--- src/rtl/program_loader.sv ---
// program_loader: packs a UART byte stream into big-endian 32-bit words and
// writes them to instruction memory port B from address 0, holding the CPU
// while a program is being loaded.
module program_loader #(
  parameter int B       = 32,
  parameter int N_WORDS = 256
) (
  input  logic         i_clk,
  input  logic         i_reset,
  input  logic         i_start,
  input  logic [7:0]   i_rx_data,
  input  logic         i_rx_valid,
  output logic [B-1:0] o_mem_addr,
  output logic [31:0]  o_mem_data,
  output logic         o_mem_we,
  output logic         o_cpu_hold,
  output logic         o_done,
  output logic         o_overflow,
  output logic [B-1:0] o_word_count
);

  localparam logic [B-1:0] LP_FULL = B'(N_WORDS);
  localparam logic [31:0]  LP_TERM = 32'hFFFF_FFFF;

  typedef enum logic [1:0] {
    S_IDLE,
    S_LOAD,
    S_DONE,
    S_ERROR
  } state_t;

  state_t       r_state;
  logic [1:0]   r_byte_idx;
  logic [23:0]  r_asm;
  logic [B-1:0] r_count;
  logic [B-1:0] r_mem_addr;
  logic [31:0]  r_mem_data;
  logic         r_mem_we;
  logic         r_cpu_hold;
  logic         r_done;
  logic         r_overflow;

  state_t       w_state_next;
  logic [1:0]   w_byte_idx_next;
  logic [23:0]  w_asm_next;
  logic [B-1:0] w_count_next;
  logic [B-1:0] w_mem_addr_next;
  logic [31:0]  w_mem_data_next;
  logic         w_mem_we_next;
  logic [31:0]  w_word;

  // The first three bytes sit in r_asm; the fourth completes the word directly.
  assign w_word = {r_asm, i_rx_data};

  // Next-state logic: byte assembly, write issue, terminator and overflow handling.
  always_comb begin
    w_state_next    = r_state;
    w_byte_idx_next = r_byte_idx;
    w_asm_next      = r_asm;
    w_count_next    = r_count;
    w_mem_addr_next = r_mem_addr;
    w_mem_data_next = r_mem_data;
    w_mem_we_next   = 1'b0;
    case (r_state)
      S_LOAD: begin
        if (i_rx_valid) begin
          w_byte_idx_next = r_byte_idx + 2'd1;
          case (r_byte_idx)
            2'd0: w_asm_next[23:16] = i_rx_data;
            2'd1: w_asm_next[15:8]  = i_rx_data;
            2'd2: w_asm_next[7:0]   = i_rx_data;
            default: begin
              if (r_count == LP_FULL) begin
                w_state_next = S_ERROR;
              end else begin
                w_mem_we_next   = 1'b1;
                w_mem_addr_next = {r_count[B-3:0], 2'b00};
                w_mem_data_next = w_word;
                w_count_next    = r_count + 1'b1;
                if (w_word == LP_TERM) begin
                  w_state_next = S_DONE;
                end
              end
            end
          endcase
        end
      end
      default: begin
        if (i_start) begin
          w_state_next    = S_LOAD;
          w_byte_idx_next = 2'd0;
          w_count_next    = '0;
          w_mem_addr_next = '0;
        end
      end
    endcase
  end

  // State and output registers; status flags are decoded from the next state
  // so they change in the same cycle as the final write strobe.
  always_ff @(posedge i_clk) begin
    if (!i_reset) begin
      r_state    <= S_IDLE;
      r_byte_idx <= 2'd0;
      r_asm      <= '0;
      r_count    <= '0;
      r_mem_addr <= '0;
      r_mem_data <= '0;
      r_mem_we   <= 1'b0;
      r_cpu_hold <= 1'b0;
      r_done     <= 1'b0;
      r_overflow <= 1'b0;
    end else begin
      r_state    <= w_state_next;
      r_byte_idx <= w_byte_idx_next;
      r_asm      <= w_asm_next;
      r_count    <= w_count_next;
      r_mem_addr <= w_mem_addr_next;
      r_mem_data <= w_mem_data_next;
      r_mem_we   <= w_mem_we_next;
      r_cpu_hold <= (w_state_next == S_LOAD) || (w_state_next == S_ERROR);
      r_done     <= (w_state_next == S_DONE);
      r_overflow <= (w_state_next == S_ERROR);
    end
  end

  assign o_mem_addr   = r_mem_addr;
  assign o_mem_data   = r_mem_data;
  assign o_mem_we     = r_mem_we;
  assign o_cpu_hold   = r_cpu_hold;
  assign o_done       = r_done;
  assign o_overflow   = r_overflow;
  assign o_word_count = r_count;

endmodule

--- config.mk ---
export PLATFORM = sky130hd
export DESIGN_NAME = program_loader
export DESIGN_NICKNAME = d
export VERILOG_FILES = /design/src/rtl/program_loader.sv
export SDC_FILE = /design/constraint.sdc
export NUM_CORES = 1
export LEC_CHECK = 0
export ABC_AREA = 1
export ABC_CLOCK_PERIOD_IN_PS = 2750
export BUFFER_PORTS_ARGS = -buffer_cell sky130_fd_sc_hd__buf_4
export CAP_MARGIN = 20
export CORE_MARGIN = 1
export CORE_UTILIZATION = 40
export CTS_CLUSTER_SIZE = 14
export DETAILED_ROUTE_END_ITERATION = 10
export PLACE_DENSITY_LB_ADDON = 0.15
export SLEW_MARGIN = 10
export SYNTH_ARGS = -nofsm -noshare
export SYNTH_HDL_FRONTEND = slang
export SYNTH_SLANG_ARGS = --single-unit
--- constraint.sdc ---
create_clock -name i_clk -period 2.75 [get_ports i_clk]
set_input_delay 0.1375 -clock i_clk [delete_from_list [all_inputs] [get_ports i_clk]]
set_output_delay 0.1375 -clock i_clk [all_outputs]
set_load 0.1 [all_outputs]
Word-level counts from Yosys, hierarchy flattened --
Cells that the tools add are included.
Storage, ports and cells: bits in registers 128, output and inout bits 100, logic and storage cells 60, input bits 12
Cells by class: eq/ne operators 11, reductions and logical operators 11, multiplexer cells 19, add/sub/neg operators 2, bitwise gates (word level) 5
Operators by type and width (number):
- 32-bit 2-to-1 mux | 9
- 32-bit by 1-bit adder with 32-bit output, second input constant | 1
- 32-bit == test, second input constant | 1
- 32-bit by 9-bit == test with 1-bit output, second input constant | 1
- 2-bit 2-to-1 mux | 9
- 3-bit AND reduction | 3
- 4-bit AND reduction | 2
- 2-bit by 1-bit == test with 1-bit output, second input constant | 3
- 2-bit == test, second input constant | 3
- 2-bit != test, second input constant | 3
- 6-bit OR reduction | 1
- 1-bit inverter | 5
- 3-bit OR reduction | 1
- 2-bit by 1-bit adder with 2-bit output, second input constant | 1
- 2-bit zero test | 1
- 2-bit AND reduction | 1
- 2-bit nonzero test | 1
- 1-bit logical OR | 1
- 1-bit 2-to-1 mux | 1

Longest topological paths before layout --
depth in word-level cells 8, gate-level depth with buffers 11, depth with buffers taken out 11

Worst setup path after synthesis --
Ideal clock, no wire load.
path kind register to register, start register r_count[0] (netlist: o_word_count[0]), end register r_count[26] (netlist: o_word_count[26]), arrival 2319 ps, setup time 132 ps, stages on the path, launching flop included 11, path buffers 0, slack 299 ps, period minus slack after synthesis 2451 ps, data required time 2618 ps, cell sequence dfxtp_1 ha_1 nand2_1 nor2_4 nand2_1 nor2_1 nand3_1 nand2_1 nor2_1 nand2_1 a21oi_1
Between the ends: word-level cells in the longest chain between the ends 5, elaborated cells between the ends (all ways) 8, classes of those cells add/sub: 1; eq/ne: 2; mux: 4; reduce/logical: 1
RTL lines:
- from (decl) | RTL line 35 | logic [B-1:0] r_count;
- from (signal assigned) | RTL line 117 | r_count <= w_count_next;
- 32-bit by 1-bit adder with 32-bit output | RTL line 79 | w_count_next = r_count + 1'b1;
- 32-bit 2-to-1 mux | RTL line 73 | if (r_count == LP_FULL) begin
- 32-bit 2-to-1 mux | RTL line 68 | case (r_byte_idx)
- 32-bit 2-to-1 mux | RTL line 66 | if (i_rx_valid) begin
- 32-bit 2-to-1 mux | RTL line 64 | case (r_state)
Several ways; a longest one is shown, not always the timed one. The select of a mux whose other input is x is not followed. A chain may end at the register's enable or synchronous reset.

Worst setup path after layout --
start register r_count[0] (netlist: o_word_count[0]), end register r_count[3] (netlist: o_word_count[3])
Same word-level chain as after synthesis.

==> impl_metrics.tcl <==
set metrics [dict create \
    ir_drop_mv 0.3685 \
    ys_ff_latch 125 \
    start_kind "register" \
    critPathKind "register to register" \
    path_delay_family "buffers and inverters" \
    dp_slack_ns 0.5609 \
    slew_headroom 0.5695 \
    cts_hold_buf 0 \
    grt_pass1_wl_mm 25.66 \
    synthDistinctLibCells 28 \
    post_synth.cell_area_avg_um2 6.728 \
    dpl.cell_count 1110 \
    status "finished, final reports clean" \
    worst_slack_ns 0.5636 \
    slew_viol_final 0 \
    drt-initial-drc-count 341 \
    dr.pass1.iters 4 \
    dr_wl_met3_um 856 \
    worstPathMaxFanout 65 \
    ys_warn_count 0 \
    netlist_area_mm2 0.005759 \
    seq_area_frac_synth 0.4345 \
    dieWidth_um 122.0 \
    drtAntennaViolNets 0 \
    routed_wl_mm 15.80 \
    area_growth_pct 25.44 \
    antenna_cells 0 \
    p_leak_nw 2.709 \
    portBuffers 109 \
    grt_overflow 0 \
    wl_met2_mm 7.326 \
    max_stage_delay_ns 0.54 \
    gp_congestion 0.9772 \
    layout-drive-gt1-share 0.1663 \
    fin_crit_ns 2.186 \
    numCtsBuffers 17 \
    clkPwrFrac 0.515 \
    path_cells "inv_1 > ha_1 > nand2_1 > nor2_1 > nand2_1 > o21ai_4 > buf_4 > nand3_1 > a21oi_1" \
    worst_setup_path_end_kind "register" \
    crit_path_top_delay_cell "buf_4" \
    timing.max_cap.violations 0 \
    p_switching_mw 1.092 \
    cts_tree "yes" \
    hold_violations 0 \
    path_clk_slew_ns 0.06 \
    route.detailed.drc 0 \
    root_buffer "clkbuf_16" \
    switching_share 0.2628 \
    grtUsageTotal 0.2211 \
    grt_pass1_vias 5085 \
    finalNetCount 967 \
    die_area_mm2 0.01488 \
    crit_arrival_ns 2.53 \
    combPwrFrac 0.044 \
    critPathMostFrequentCell "nand2_1" \
    antenna_found_initial 0 \
    postCtsResizedCells 0 \
    fp-row-count 43 \
    topRoutingLayerUsed "met4" \
    post-route-period-util 0.7951 \
    p_int_mw 3.063 \
    timing.fmax_ghz 0.4574 \
    vias 5665 \
    hold_class "primary input to register" \
    met1Wirelength_mm 7.358 \
    pwr_density_cell_mw_per_mm2 575.1 \
    ios 112 \
    post_synth_inst_count 856 \
    start_util 0.4117 \
    cts.sink_count 125 \
    wire_per_inst_um 13.83 \
    finalNonFillerCells 1142 \
    setup_viol 0 \
    finish.utilization 0.5165 \
    pwr-share-seq 0.441 \
    core_area_mm2 0.01399 \
    post_cts_buffers 0 \
    cp.required_ns 3.10 \
    ctsHtreeMaxLevel 4 \
    tightestPinTransition_ns 0.6434 \
    grt_max_degree 66 \
    num-fill-cells 1472 \
    fp.dieH_um 122.0 \
    path_buf_inv 2 \
    vias_per_cell 4.961 \
    clock_skew_ns 0.009081 \
    rsz0062_at_grt "no" \
    hpwlAfterDp_mm 10.79 \
    setup_tns_ns 0 \
    clockBufferDepth 2 \
    clock_latency_ns 0.42 \
]
-- worst reg2reg max path, stage by stage (launching register included) --
cell     delay, ns
dfxtp_1       0.39
inv_1         0.18
ha_1          0.17
nand2_1       0.05
nor2_1        0.13
nand2_1       0.11
o21ai_4       0.20
buf_4         0.54
nand3_1       0.16
a21oi_1       0.19
-- logic make-up after synthesis --
kind of cell,synth area share
AND/OR/NAND/NOR,0.3443
AO/OA/AOI/OAI,0.1193
flip-flops,0.4345
buffers and inverters,0.07147
XOR/XNOR,0.01673
adder cells (fa/ha/maj),0.01303
other,0.0006511
-- flip-flops by register name, indices dropped and copies added (netlist names) --
| register | flops |
|---|---|
| o_done | 1 |
| o_mem_addr | 30 |
| o_mem_data | 32 |
| o_mem_we | 1 |
| o_overflow | 1 |
| o_word_count | 32 |
| r_asm | 24 |
| r_byte_idx | 2 |
| r_state | 2 |
-- stage by stage --
| step | total power, mW | area [µm²] | hold WS [ns] |
|---|---|---|---|
| 3_3_place_gp | 2.058 | 6658 | 0.4520 |
| 6_report | 4.155 | 7224 | 0.03161 |
| 5_1_grt | 4.294 | 7224 | 0.03866 |
| 3_5_place_dp | 2.059 | 6658 | 0.4582 |
| 2_1_floorplan | 2.005 | 5763 | 0.3016 |
| 4_1_cts | 4.202 | 7224 | 0.01397 |
-- metal layers --
metal / global-route usage / up-vias
li1: - / 2944
met1: 0.2836 / 2566
met2: 0.3605 / 134
met3: 0.04916 / 21
met4: 0.08256 / 0
met5: 0 / -
-- worst paths after layout --
| kind | startpoint | endpoint | slack (ns) | cells past startpoint |
|---|---|---|---|---|
| min | i_rx_data[5] | r_asm[5] | 0.03 | 3 |
| min reg2reg | r_asm[11] | r_asm[11] | 0.47 | 2 |
| max | o_word_count[0] | o_word_count[3] | 0.56 | 9 |
| max reg2reg | o_word_count[0] | o_word_count[3] | 0.56 | 9 |
-- cells in the final DEF, fill, tap and decap left out, types with 2 or more instances in the layout --
cell,instances
inv_8,5
xnor2_1,5
conb_1,2
xor2_1,6
dfxtp_1,125
buf_4,118
inv_1,40
ha_1,6
nand4_1,2
o21ai_0,45
nor3_1,8
nor2_1,169
inv_6,6
nor2_4,2
nand2_2,2
nand3_1,92
clkinvlp_4,2
inv_2,3
a21oi_1,89
clkinv_4,2
nand2_1,209
clkbuf_16,17
-- synth_stat cells (all sizes together) --
cell,instances,area [µm²]
nand2,211,794.5
nor2,172,663.1
dfxtp,125,2502
nand3,92,460.4
a21oi,89,445.4
o21ai,46,234.0
inv,43,161.4
buf,26,170.2
clkbuf,20,76.32
nor3,8,40.04
ha,6,75.07
xor2,6,52.55
xnor2,5,43.79
nand4,2,12.51
a211oi,1,7.510
and3,1,6.260
clkinv,1,3.750
conb,1,3.750
nor4,1,6.260
-- area by class of cell --
| class | count | area (µm²) | share of cell area |
|---|---|---|---|
| multi-input combinational | 642 | 2859 | 0.3957 |
| sequential | 125 | 2502 | 0.3464 |
| timing repair buffer | 119 | 905.9 | 0.1254 |
| clock buffer | 17 | 425.4 | 0.05888 |
| tap | 180 | 225.2 | 0.03117 |
| inverter | 44 | 165.2 | 0.02286 |
| clock inverter | 15 | 141.4 | 0.01957 |
-- power by group through the flow --
stage | clock (mW) | sequential, mW | combinational (mW)
CTS | 2.18 | 1.83 | 0.185
global route | 2.26 | 1.84 | 0.202
global placement | 0 | 1.87 | 0.183
floorplan | 0 | 1.89 | 0.118
detailed placement | 0 | 1.87 | 0.185
finish | 2.14 | 1.83 | 0.183
(Power assumes the default switching activity.)
